[src/rtl/pool_layer_param.sv]
// 2x2 stride-2 max / floor-average pooling over CH parallel channel streams.
// Optional build macro POOL_RELU_EN clamps negative pooled results to zero.
module pool_layer_param #(
  parameter int CH     = 4,
  parameter int DATA_W = 8,
  parameter int MAX_W  = 28,
  parameter int MAX_H  = 28,
  parameter int CW     = $clog2(MAX_W + 1),
  parameter int RW     = $clog2(MAX_H + 1)
) (
  input  logic                 clk,
  input  logic                 rst,
  input  logic                 start,
  input  logic [CW-1:0]        cfg_in_width,
  input  logic [RW-1:0]        cfg_in_height,
  input  logic                 cfg_mode,
  input  logic                 in_valid,
  input  logic [CH*DATA_W-1:0] in_data,
  output logic                 out_valid,
  output logic [CH*DATA_W-1:0] out_data,
  output logic                 busy,
  output logic                 frame_done
);

  // state  | meaning
  // S_IDLE | waiting for start; in_valid ignored
  // S_RUN  | frame armed, consuming in_valid beats
  // S_DONE | one-cycle frame_done pulse, then back to idle

  localparam int LB_D = MAX_W / 2;
  localparam int LBW  = (LB_D > 1) ? $clog2(LB_D) : 1;
  localparam int SW   = DATA_W + 2;

  typedef enum logic [1:0] {S_IDLE, S_RUN, S_DONE} state_t;

  state_t              state_q, state_d;
  logic [CW-1:0]       col_q, w_q;
  logic [RW-1:0]       row_q, h_q;
  logic                mode_q;
  logic                beat, last_col, last_row, fire;
  logic [LBW-1:0]      lb_idx;
  logic [CH*DATA_W-1:0] res_all;

  assign beat     = (state_q == S_RUN) && in_valid;
  assign last_col = (col_q == w_q - CW'(1));
  assign last_row = (row_q == h_q - RW'(1));
  assign fire     = beat && col_q[0] && row_q[0];
  assign lb_idx   = LBW'(col_q >> 1);

  always_comb begin
    state_d    = state_q;
    busy       = 1'b0;
    frame_done = 1'b0;
    case (state_q)
      S_IDLE: if (start) state_d = S_RUN;
      S_RUN: begin
        busy = 1'b1;
        if (beat && last_col && last_row) state_d = S_DONE;
      end
      S_DONE: begin
        frame_done = 1'b1;
        state_d    = S_IDLE;
      end
      default: state_d = S_IDLE;
    endcase
  end

  always_ff @(posedge clk) begin
    if (rst) begin
      state_q   <= S_IDLE;
      col_q     <= '0;
      row_q     <= '0;
      w_q       <= '0;
      h_q       <= '0;
      mode_q    <= 1'b0;
      out_valid <= 1'b0;
      out_data  <= '0;
    end else begin
      state_q   <= state_d;
      out_valid <= fire;
      if (fire) out_data <= res_all;
      if (state_q == S_IDLE && start) begin
        w_q    <= cfg_in_width;
        h_q    <= cfg_in_height;
        mode_q <= cfg_mode;
        col_q  <= '0;
        row_q  <= '0;
      end else if (beat) begin
        if (last_col) begin
          col_q <= '0;
          row_q <= row_q + RW'(1);
        end else begin
          col_q <= col_q + CW'(1);
        end
      end
    end
  end

  for (genvar k = 0; k < CH; k++) begin : g_ch
    logic signed [DATA_W-1:0] h_reg, pix, res_sel, res;
    logic signed [SW-1:0]     lb [LB_D];
    logic signed [SW-1:0]     hx, px, pair, lbv, quad;

    assign pix = in_data[k*DATA_W +: DATA_W];
    assign hx  = {{2{h_reg[DATA_W-1]}}, h_reg};
    assign px  = {{2{pix[DATA_W-1]}}, pix};
    assign lbv = lb[lb_idx];

    // average mode carries un-normalised sums; the divide happens once at the end
    assign pair    = mode_q ? (hx + px) : ((hx > px) ? hx : px);
    assign quad    = mode_q ? (lbv + pair) : ((lbv > pair) ? lbv : pair);
    assign res_sel = DATA_W'(mode_q ? (quad >>> 2) : quad);

`ifdef POOL_RELU_EN
    assign res = (res_sel < 0) ? '0 : res_sel;
`else
    assign res = res_sel;
`endif

    assign res_all[k*DATA_W +: DATA_W] = res;

    always_ff @(posedge clk) begin
      if (beat) begin
        if (!col_q[0]) h_reg <= pix;
        else if (!row_q[0]) lb[lb_idx] <= pair;
      end
    end
  end

endmodule

[config.mk]
export PLATFORM = sky130hd
export DESIGN_NAME = pool_layer_param
export DESIGN_NICKNAME = d
export VERILOG_FILES = /design/src/rtl/pool_layer_param.sv
export SDC_FILE = /design/constraint.sdc
export NUM_CORES = 1
export LEC_CHECK = 0
export ABC_AREA = 0
export CAP_MARGIN = 20
export CORE_UTILIZATION = 35
export DETAILED_ROUTE_END_ITERATION = 8
export DONT_BUFFER_PORTS = 1
export PLACE_DENSITY = 0.61
export SYNTH_ARGS = -nofsm -noshare
export SYNTH_HDL_FRONTEND = slang
export SYNTH_SLANG_ARGS = --single-unit
[constraint.sdc]
create_clock -name clk -period 4.9 [get_ports clk]
set_input_delay 0.735 -clock clk [delete_from_list [all_inputs] [get_ports clk]]
set_output_delay 0.735 -clock clk [all_outputs]
set_load 0.005 [all_outputs]
# After elaboration in Yosys (flattened, before gate mapping)
# Memories as Yosys holds them, arrays and structs flattened. A register that Yosys moved wholly into a read port is not among the register bits.
# Index checks and enable logic that the tools add are counted.
# totals
reg_bits	88
ram_bits	560
inputBits	47
out_inout_bits	35
word_cells	92
mem_count	4
# op_classes
n_addsub	12
n_lt_le_gt_ge	8
n_eq_ne	6
mux	38
bitwise_logic	1
reduce_logical	11
# mem_list
name	depth	width	rd	rd_ports_with_merged_regs	wr	line	rtl
g_ch[0].lb	14	10	1	1	1	101	logic signed [SW-1:0] lb [LB_D];
g_ch[1].lb	14	10	1	1	1	101	
g_ch[2].lb	14	10	1	1	1	101	
g_ch[3].lb	14	10	1	1	1	101	
# op_table
op	n
$mux W10	16
$add A10 B10 Y10	4
$gt A10 B10 Y1	4
$add A8 B8 Y9	4
$gt A8 B8 Y1	4
$mux W4	8
$mux W8	4
$add A5 B1 Y5 const B	2
$eq A5 B5 Y1	2
$sub A5 B1 Y5 const B	2
$logic_and A1 B1 Y1	6
$mux W1	6
$reduce_and A2 Y1	3
$mux W5	1
$mux W2	2
$pmux W2 S2	1
$eq A2 B1 Y1 const B	1
$eq A2 B2 Y1 const B	1
$logic_not A2 Y1	1
$ne A2 B1 Y1 const B	1
$ne A2 B2 Y1 const B	1
$reduce_or A2 Y1	1
$not A1 Y1	1

# Logic depth before layout (Yosys ltp)
# Gate-level depths: netlist of the first run.
# depth
depth_word	7
ltp_mapped	19
depth_no_buf	18

# Worst setup path after synthesis of the first run
# No wires, ideal clock.
# synth_path
path_kind	input to register
startpoint	input in_valid
endpoint	memory g_ch[0].lb[0][0] (netlist bit), enable pin
setup_time_ps	474
t_arrival_ps	4008
t_required_ps	4426
path_slack_ps	418
path_stages	5
path_buffers	1
path_cell_list	and3b_1 > buf_4 > nand3b_1 > or3_1 > nor3_1
# synth_between
elab_chain_cells	3
# synth_lines
item	line	rtl
start: declaration	17	input logic in_valid,
$logic_and A1 B1 Y1	44	assign beat = (state_q == S_RUN) && in_valid;
$mux W1	123	if (beat) begin
$mux W1 (implied by the code)	125	else if (!row_q[0]) lb[lb_idx] <= pair;
end: declaration	101	
# No other way between the ends.

# Worst setup path in the final report of the first run
# layout_path
startpoint	register g_ch[1].h_reg[5]
endpoint	register out_data[14]
# layout_between
elab_chain_cells	7
word_cells_on_any_way	9
classes_between	2 x add/sub; 2 x order compare; 5 x mux
# layout_lines
item	line	rtl
start: declaration	100	logic signed [DATA_W-1:0] h_reg, pix, res_sel, res;
start signal: assignment	124	if (!col_q[0]) h_reg <= pix;
$gt A8 B8 Y1 (*)	110	assign pair = mode_q ? (hx + px) : ((hx > px) ? hx : px);
$mux W10 (*) (2 in series)	110	
via g_ch[1].pair[2]	102	logic signed [SW-1:0] hx, px, pair, lbv, quad;
$gt A10 B10 Y1	111	assign quad = mode_q ? (lbv + pair) : ((lbv > pair) ? lbv : pair);
$mux W10	111	
$mux W10 (*)	111	
$mux W8 (*)	112	assign res_sel = DATA_W'(mode_q ? (quad >>> 2) : quad);
end signal: assignment	81	if (fire) out_data <= res_all;
end: declaration	20	output logic [CH*DATA_W-1:0] out_data,
# The timed path passes the listed nets; every way through them passes the cells marked *.
# A chain may end at the register's enable or synchronous reset.

==> results of run 1 <==
[critical path: stages, from the launching register on]
cell	delay [ns]
edfxtp_1	0.42
ha_1	0.37
a21oi_1	0.16
o21ai_0	0.11
nor3b_1	0.25
a21o_1	0.32
buf_4	0.20
mux2i_1	0.28
mux2_2	0.22
inv_1	0.21
ha_1	0.31
o311ai_1	0.54
a211oi_1	0.19
o31a_1	0.29
o22ai_1	0.20
a211o_1	0.15
a21oi_1	0.04
[per-layer routing]
layer | up-vias | GRT usage [%] | wire (um)
met4 | 0 | 3.79 | 1190
li1 | 7253 | - | -
met3 | 82 | 2.60 | 3580
met5 | - | 0 | 0
met1 | 8185 | 21.4 | 28800
met2 | 462 | 26.9 | 31700
[path summary, 6_finish.rpt]
| kind | startpoint | to | slack [ns] | depth (start not counted) |
|---|---|---|---|---|
| max | g_ch[1].h_reg[5] | out_data[14] | 0.46 | 16 |
| min | rst | state_q[0] | 0.20 | 1 |
| max reg2reg | g_ch[1].h_reg[5] | out_data[14] | 0.46 | 16 |
| min reg2reg | h_q[4] | h_q[4] | 0.51 | 1 |
[stage by stage]
step | cell area (um^2) | instances | setup WS, ns | setup TNS (ns) | utilization (%)
2_1_floorplan | 27900 | 1844 | 0.418 | 0 | -
3_3_place_gp | 29500 | 2886 | 0.205 | 0 | 37.3
3_5_place_dp | 29500 | 2886 | -0.00867 | -0.00867 | 37.3
4_1_cts | 31400 | 2990 | 0.308 | 0 | 39.8
5_1_grt | 31500 | 2999 | 0.104 | 0 | 39.8
6_report | 31500 | 2999 | 0.457 | 0 | 39.8
[placed cells by master, fill, tap and decap left out, types with 40 or more instances in the layout]
cell	n
clkbuf_16	57
buf_4	75
o22ai_1	42
dfxtp_1	55
o21ai_0	44
mux4_2	112
nor2_1	96
nand2_1	71
inv_1	114
a21oi_1	90
mux2i_1	49
xnor2_1	40
edfxtp_1	536
mux2_2	55
ha_1	140
[cell usage after synthesis (all sizes together) (11+ instances only)]
library cell  instances  share of area [%]
a211oi               29               0.85
a21o                 14               0.38
a21oi                91                1.7
a31oi                23               0.52
buf                  48                1.3
clkbuf               33               0.49
dfxtp                60                4.3
edfxtp              536                 58
ha                  140                6.3
inv                 114                1.5
mux2                 56                2.3
mux2i                50                1.8
mux4                112                9.0
nand2                72               0.98
nand2b               19               0.43
nand4                20               0.47
nor2                109                1.5
nor2b                18               0.40
nor3                 19               0.34
o21ai                47               0.86
o21bai               13               0.35
o22ai                42               0.94
o31ai                11               0.30
xnor2                40                1.3
xor2                 21               0.66
[power by group through the flow]
stage	Clock, mW	Sequential [mW]	Combinational (mW)
3_5_place_dp	0	5.80	0.961
4_1_cts	4.64	5.69	0.966
6_report	4.55	5.69	0.985
3_3_place_gp	0	5.80	0.931
5_1_grt	4.82	5.69	1.09
2_1_floorplan	0	5.79	0.698
[cells by family (layout without fill, tap and decap cells)]
| kind of cell | after synthesis | after routing | synth area share, % |
|---|---|---|---|
| buffers and inverters | 196 | 301 | 3.32 |
| adders and majority gates | 144 | 144 | 6.56 |
| AOI/OAI and AO/OA | 335 | 335 | 8.11 |
| DFF | 596 | 596 | 62.0 |
| xor gates and xnor gates | 61 | 61 | 1.91 |
| muxes | 218 | 218 | 13.1 |
| and+or+nand+nor | 294 | 294 | 4.98 |
[area by class of cell]
cell class / count / share of cell area [%]
multi-input combinational: 1052 / 31.1
clock buffer: 68 / 4.79
sequential: 596 / 55.0
clock inverter: 36 / 1.38
timing repair buffer: 82 / 2.19
inverter: 115 / 1.37
tap: 1050 / 4.17
==> out/results.tsv, run 1 <==
stage	metric	value	unit
run_status	status	finished clean	
cells_and_area	regArea	17300	um^2
detailed_routing	routed_wirelength	65300	um
timing	tightest_slew	1.08	ns
cells_and_area	final_nets	2095	
detailed_routing	firstDrtPassIters	5	
placement	port_buffers	0	
pwr	p_clk_share	40.5	%
yosys	syn_avg_cell_area	15.1	um^2
clock_tree	clock_path_buffers	3	
detailed_routing	routed_via_density	5.33	
clock_tree	postCtsSetupRepairBufs	0	
timing	setup_viol	0	
critical_path	worst-path-max-fanout	15	
die	die_w	284	um
clock_tree	tritoncts	built	
pwr	p_sw	2.57	mW
timing	whs	0.199	ns
global_routing	grt_pass1_wl	98700	um
timing	finalHoldViolations	0	
global_routing	grt_pass1_vias	16000	
critical_path	cp.arrival	4.91	ns
yosys	synth_cells	1844	
timing	relSlewSlack	27.7	%
clock_tree	clock_latency	0.63	ns
die	die-area	80900	um^2
cells_and_area	nFillCells	7149	
yosys	seq_area_frac_synth	62.0	%
critical_path	crit_required	5.37	ns
detailed_routing	drt_iter0_drc	1479	
timing	timing.fmax	225	MHz
pwr	total_power	11.2	mW
timing	post-route-min-period	4.44	ns
die	core_area	79000	um^2
clock_tree	ctsResizeCount	0	
placement	hpwlAfterDp	42800	um
cells_and_area	multi_input_area	9800	um^2
clock_tree	ctsRootBufferMaster	clkbuf_16	
clock_tree	cts-buffers-inserted	57	
timing	period_share	90.7	%
clock_tree	postCtsHoldBufs	0	
yosys	ys_types	79	
global_routing	grt.total_usage	15.9	%
detailed_routing	routedWlPerCell	21.8	um
die	rows	103	
clock_tree	clk_pin_slew	0.07	ns
placement	gp_congestion	0.836	
timing	drv_slew	0	
yosys	ys.flop_type	edfxtp_1	
detailed_routing	drc	0	
clock_tree	clock-sinks	596	
clock_tree	htreeDepth	2	
die	io_pins	82	
yosys	synth-edff-count	536	
critical_path	critPathLaunchType	flip-flop	
die	initial_core_util	35.3	%
yosys	synthArstFlopShare	0	%
job	maxCapViolCount	0	
yosys	ys_ff_latch	596	
detailed_routing	vias	16000	
global_routing	grt_max_degree	40	
yosys	synth_nets	2035	
cells_and_area	syn_to_final_growth	12.8	%
yosys	syn_area	27900	um^2
timing	fin_skew	0.0186	ns
pwr	p_comb_share	8.8	%
yosys	yosys_warnings	0	
timing	grt_setup_unrepaired	no	
global_routing	antenna_found_initial	0	
pwr	leakage	10.6	nW
critical_path	end_kind	flip-flop	
pwr	power.density	357	nW/um^2
worst_hold_path	min_path_type	input pin to flip-flop	
die	die-height	284	um
critical_path	critical_path_class	flip-flop to flip-flop	
pwr	vdd_drop_max	0.000274	V
pwr	p_int	8.66	mW
cells_and_area	largest_reg_flops	504	
pwr	swShare	22.9	%
cells_and_area	drive_above_1_share	19.8	%
global_routing	grt.overflow.total	0	
cells_and_area	antenna_cells	0	
detailed_routing	ant_nets	0	
pwr	power_frac_seq	50.7	%
Note: power is estimated with default switching activity, not from simulation.
==> inputs of run 2 (changes only) <==
--- a/config.mk
+++ b/config.mk
@@ -8,9 +8,11 @@
 export ABC_AREA = 0
 export CAP_MARGIN = 20
 export CORE_UTILIZATION = 35
+export CTS_BUF_LIST = sky130_fd_sc_hd__clkbuf_8
 export DETAILED_ROUTE_END_ITERATION = 8
 export DONT_BUFFER_PORTS = 1
 export PLACE_DENSITY = 0.61
+export SKIP_LAST_GASP = 1
 export SYNTH_ARGS = -nofsm -noshare
 export SYNTH_HDL_FRONTEND = slang
 export SYNTH_SLANG_ARGS = --single-unit
==> run 2 against run 1 <==
Compared with the run above: count of clock-buffer cells in the layout up 25; combinational power barely moved; power fell by 6.8%; register-to-register slack hardly changed; sequential power hardly changed; utilization is 0.41 points lower; hold slack got worse by 0.067 ns; via count is 0.63% higher; wire length is 0.75% higher; clock power is 17% lower; sequential share of layout area up 0.57 points; cell area shrank 1.0%; critical endpoint unchanged; highest routed layer unchanged.
==> out/results.tsv, run 2 (synthesized netlist as in run 1, its figures left out) <==
stage	metric	value	unit
critical_path	critPathLaunchType	flip-flop	
cells_and_area	post-route-util	39.4	%
timing	tightest_slew	1.09	ns
clock_tree	postCtsHoldBufs	0	
cells_and_area	largest_reg_flops	504	
critical_path	crit_required	5.43	ns
critical_path	critical_path_class	flip-flop to flip-flop	
clock_tree	clock_latency	0.69	ns
detailed_routing	drc	0	
timing	whs	0.132	ns
global_routing	antenna_found_initial	1	
cells_and_area	instances_no_fill	3051	
placement	place_ws	-0.00867	ns
timing	drv_slew	0	
clock_tree	cts-buffers-inserted	91	
timing	fin_skew	0.0303	ns
critical_path	cp.buffers_inverters	2	
clock_tree	clock_path_buffers	3	
clock_tree	tritoncts	built	
critical_path	cp.arrival	4.96	ns
die	initial_core_util	35.3	%
die	core_area	79000	um^2
pwr	power.density	336	nW/um^2
clock_tree	clock-sinks	596	
timing	timing.fmax	226	MHz
critical_path	slowest_delay	0.54	ns
detailed_routing	vias	16100	
cells_and_area	final_nets	2129	
global_routing	grt_pass1_wl	99900	um
clock_tree	htreeDepth	3	
pwr	vdd_drop_max	0.000167	V
timing	fin_tns_setup	0	ns
critical_path	cp_cell_sequence	ha_1, a21oi_1, o21ai_0, nor3b_1, a21o_1, buf_4, mux2i_1, mux2_2, inv_1, ha_1, o311ai_1, a211oi_1, o31a_1, o22ai_1, a211o_1, a21oi_1	
global_routing	grt_max_degree	40	
critical_path	cpMaxStageDelayCell	o311ai_1	
global_routing	grt.total_usage	16.2	%
timing	finalHoldViolations	0	
placement	port_buffers	0	
die	die_w	284	um
worst_hold_path	min_path_type	input pin to flip-flop	
detailed_routing	ant_nets	0	
clock_tree	clk_pin_slew	0.07	ns
placement	dp.cells	2886	
cells_and_area	fin_area	31200	um^2
job	maxCapViolCount	0	
detailed_routing	routed_wirelength	65700	um
timing	relSlewSlack	27.4	%
detailed_routing	drt_iter0_drc	1274	
clock_tree	postCtsSetupRepairBufs	0	
detailed_routing	routedWlPerCell	21.5	um
timing	period_share	90.4	%
clock_tree	ctsResizeCount	0	
clock_tree	ctsRootBufferMaster	clkbuf_8	
die	io_pins	82	
pwr	total_power	10.5	mW
timing	grt_setup_unrepaired	no	
run_status	status	finished clean	
critical_path	end_kind	flip-flop	
die	rows	103	
die	die-height	284	um
cells_and_area	mostFrequentLayoutCells	536 x edfxtp_1, 142 x inv_1, 140 x ha_1, 112 x mux4_2, 96 x nor2_1	
cells_and_area	nFillCells	7221	
placement	gp_congestion	0.836	
cells_and_area	final_common_cell	edfxtp_1	
timing	post-route-min-period	4.43	ns
detailed_routing	routed_via_density	5.27	
die	die-area	80900	um^2
timing	final.setup.worst_slack	0.470	ns
critical_path	worst-path-max-fanout	15	
timing	setup_viol	0	
global_routing	grt.overflow.total	0	
detailed_routing	firstDrtPassIters	5	
pwr	leakage	10.6	nW
cells_and_area	drive_above_1_share	20.4	%
global_routing	grt_pass1_vias	16300	
placement	hpwlAfterDp	42800	um
placement	place_area	29500	um^2
cells_and_area	syn_to_final_growth	11.6	%
critical_path	path_delay_family	compound AO/OA/AOI/OAI gates	
-- run 2: cell type report --
class                      count  area [um^2]  share of cell area, %
clock buffer                  93         1280                   4.11
timing repair buffer          82          688                   2.21
tap                         1050         1310                   4.22
multi-input combinational   1052         9800                   31.4
inverter                     115          432                   1.39
sequential                   596        17300                   55.6
antenna                        2         5.00                 0.0161
clock inverter                61          334                   1.07
-- run 2: path summary, 6_finish.rpt --
path / start / to / slack (ns) / depth (start not counted)
setup reg to reg: g_ch[1].h_reg[5] / out_data[14] / 0.47 / 16
hold / removal: rst / state_q[0] / 0.13 / 1
hold reg to reg: h_q[4] / h_q[4] / 0.52 / 1
setup / recovery: g_ch[1].h_reg[5] / out_data[14] / 0.47 / 16
-- run 2: power breakdown --
part | switching (mW) | internal, mW
combinational | 0.614 | 0.368
clock | 1.89 | 1.91
sequential | 0.0222 | 5.67
-- run 2: worst register-to-register path, cell delays in order, from the launching register on --
cell and delay [ns]:
edfxtp_1 0.42, ha_1 0.37, a21oi_1 0.16, o21ai_0 0.11
nor3b_1 0.25, a21o_1 0.32, buf_4 0.20, mux2i_1 0.28
mux2_2 0.22, inv_1 0.20, ha_1 0.30, o311ai_1 0.54
a211oi_1 0.20, o31a_1 0.29, o22ai_1 0.20, a211o_1 0.16
a21oi_1 0.04
-- run 2: layer usage --
| layer | global-route usage, % | wire, um | vias to the layer above |
|---|---|---|---|
| li1 | - | - | 7333 |
| met1 | 21.4 | 28400 | 8205 |
| met2 | 27.2 | 32000 | 468 |
| met3 | 3.00 | 4170 | 76 |
| met4 | 4.84 | 1170 | 0 |
| met5 | 0 | 0 | - |
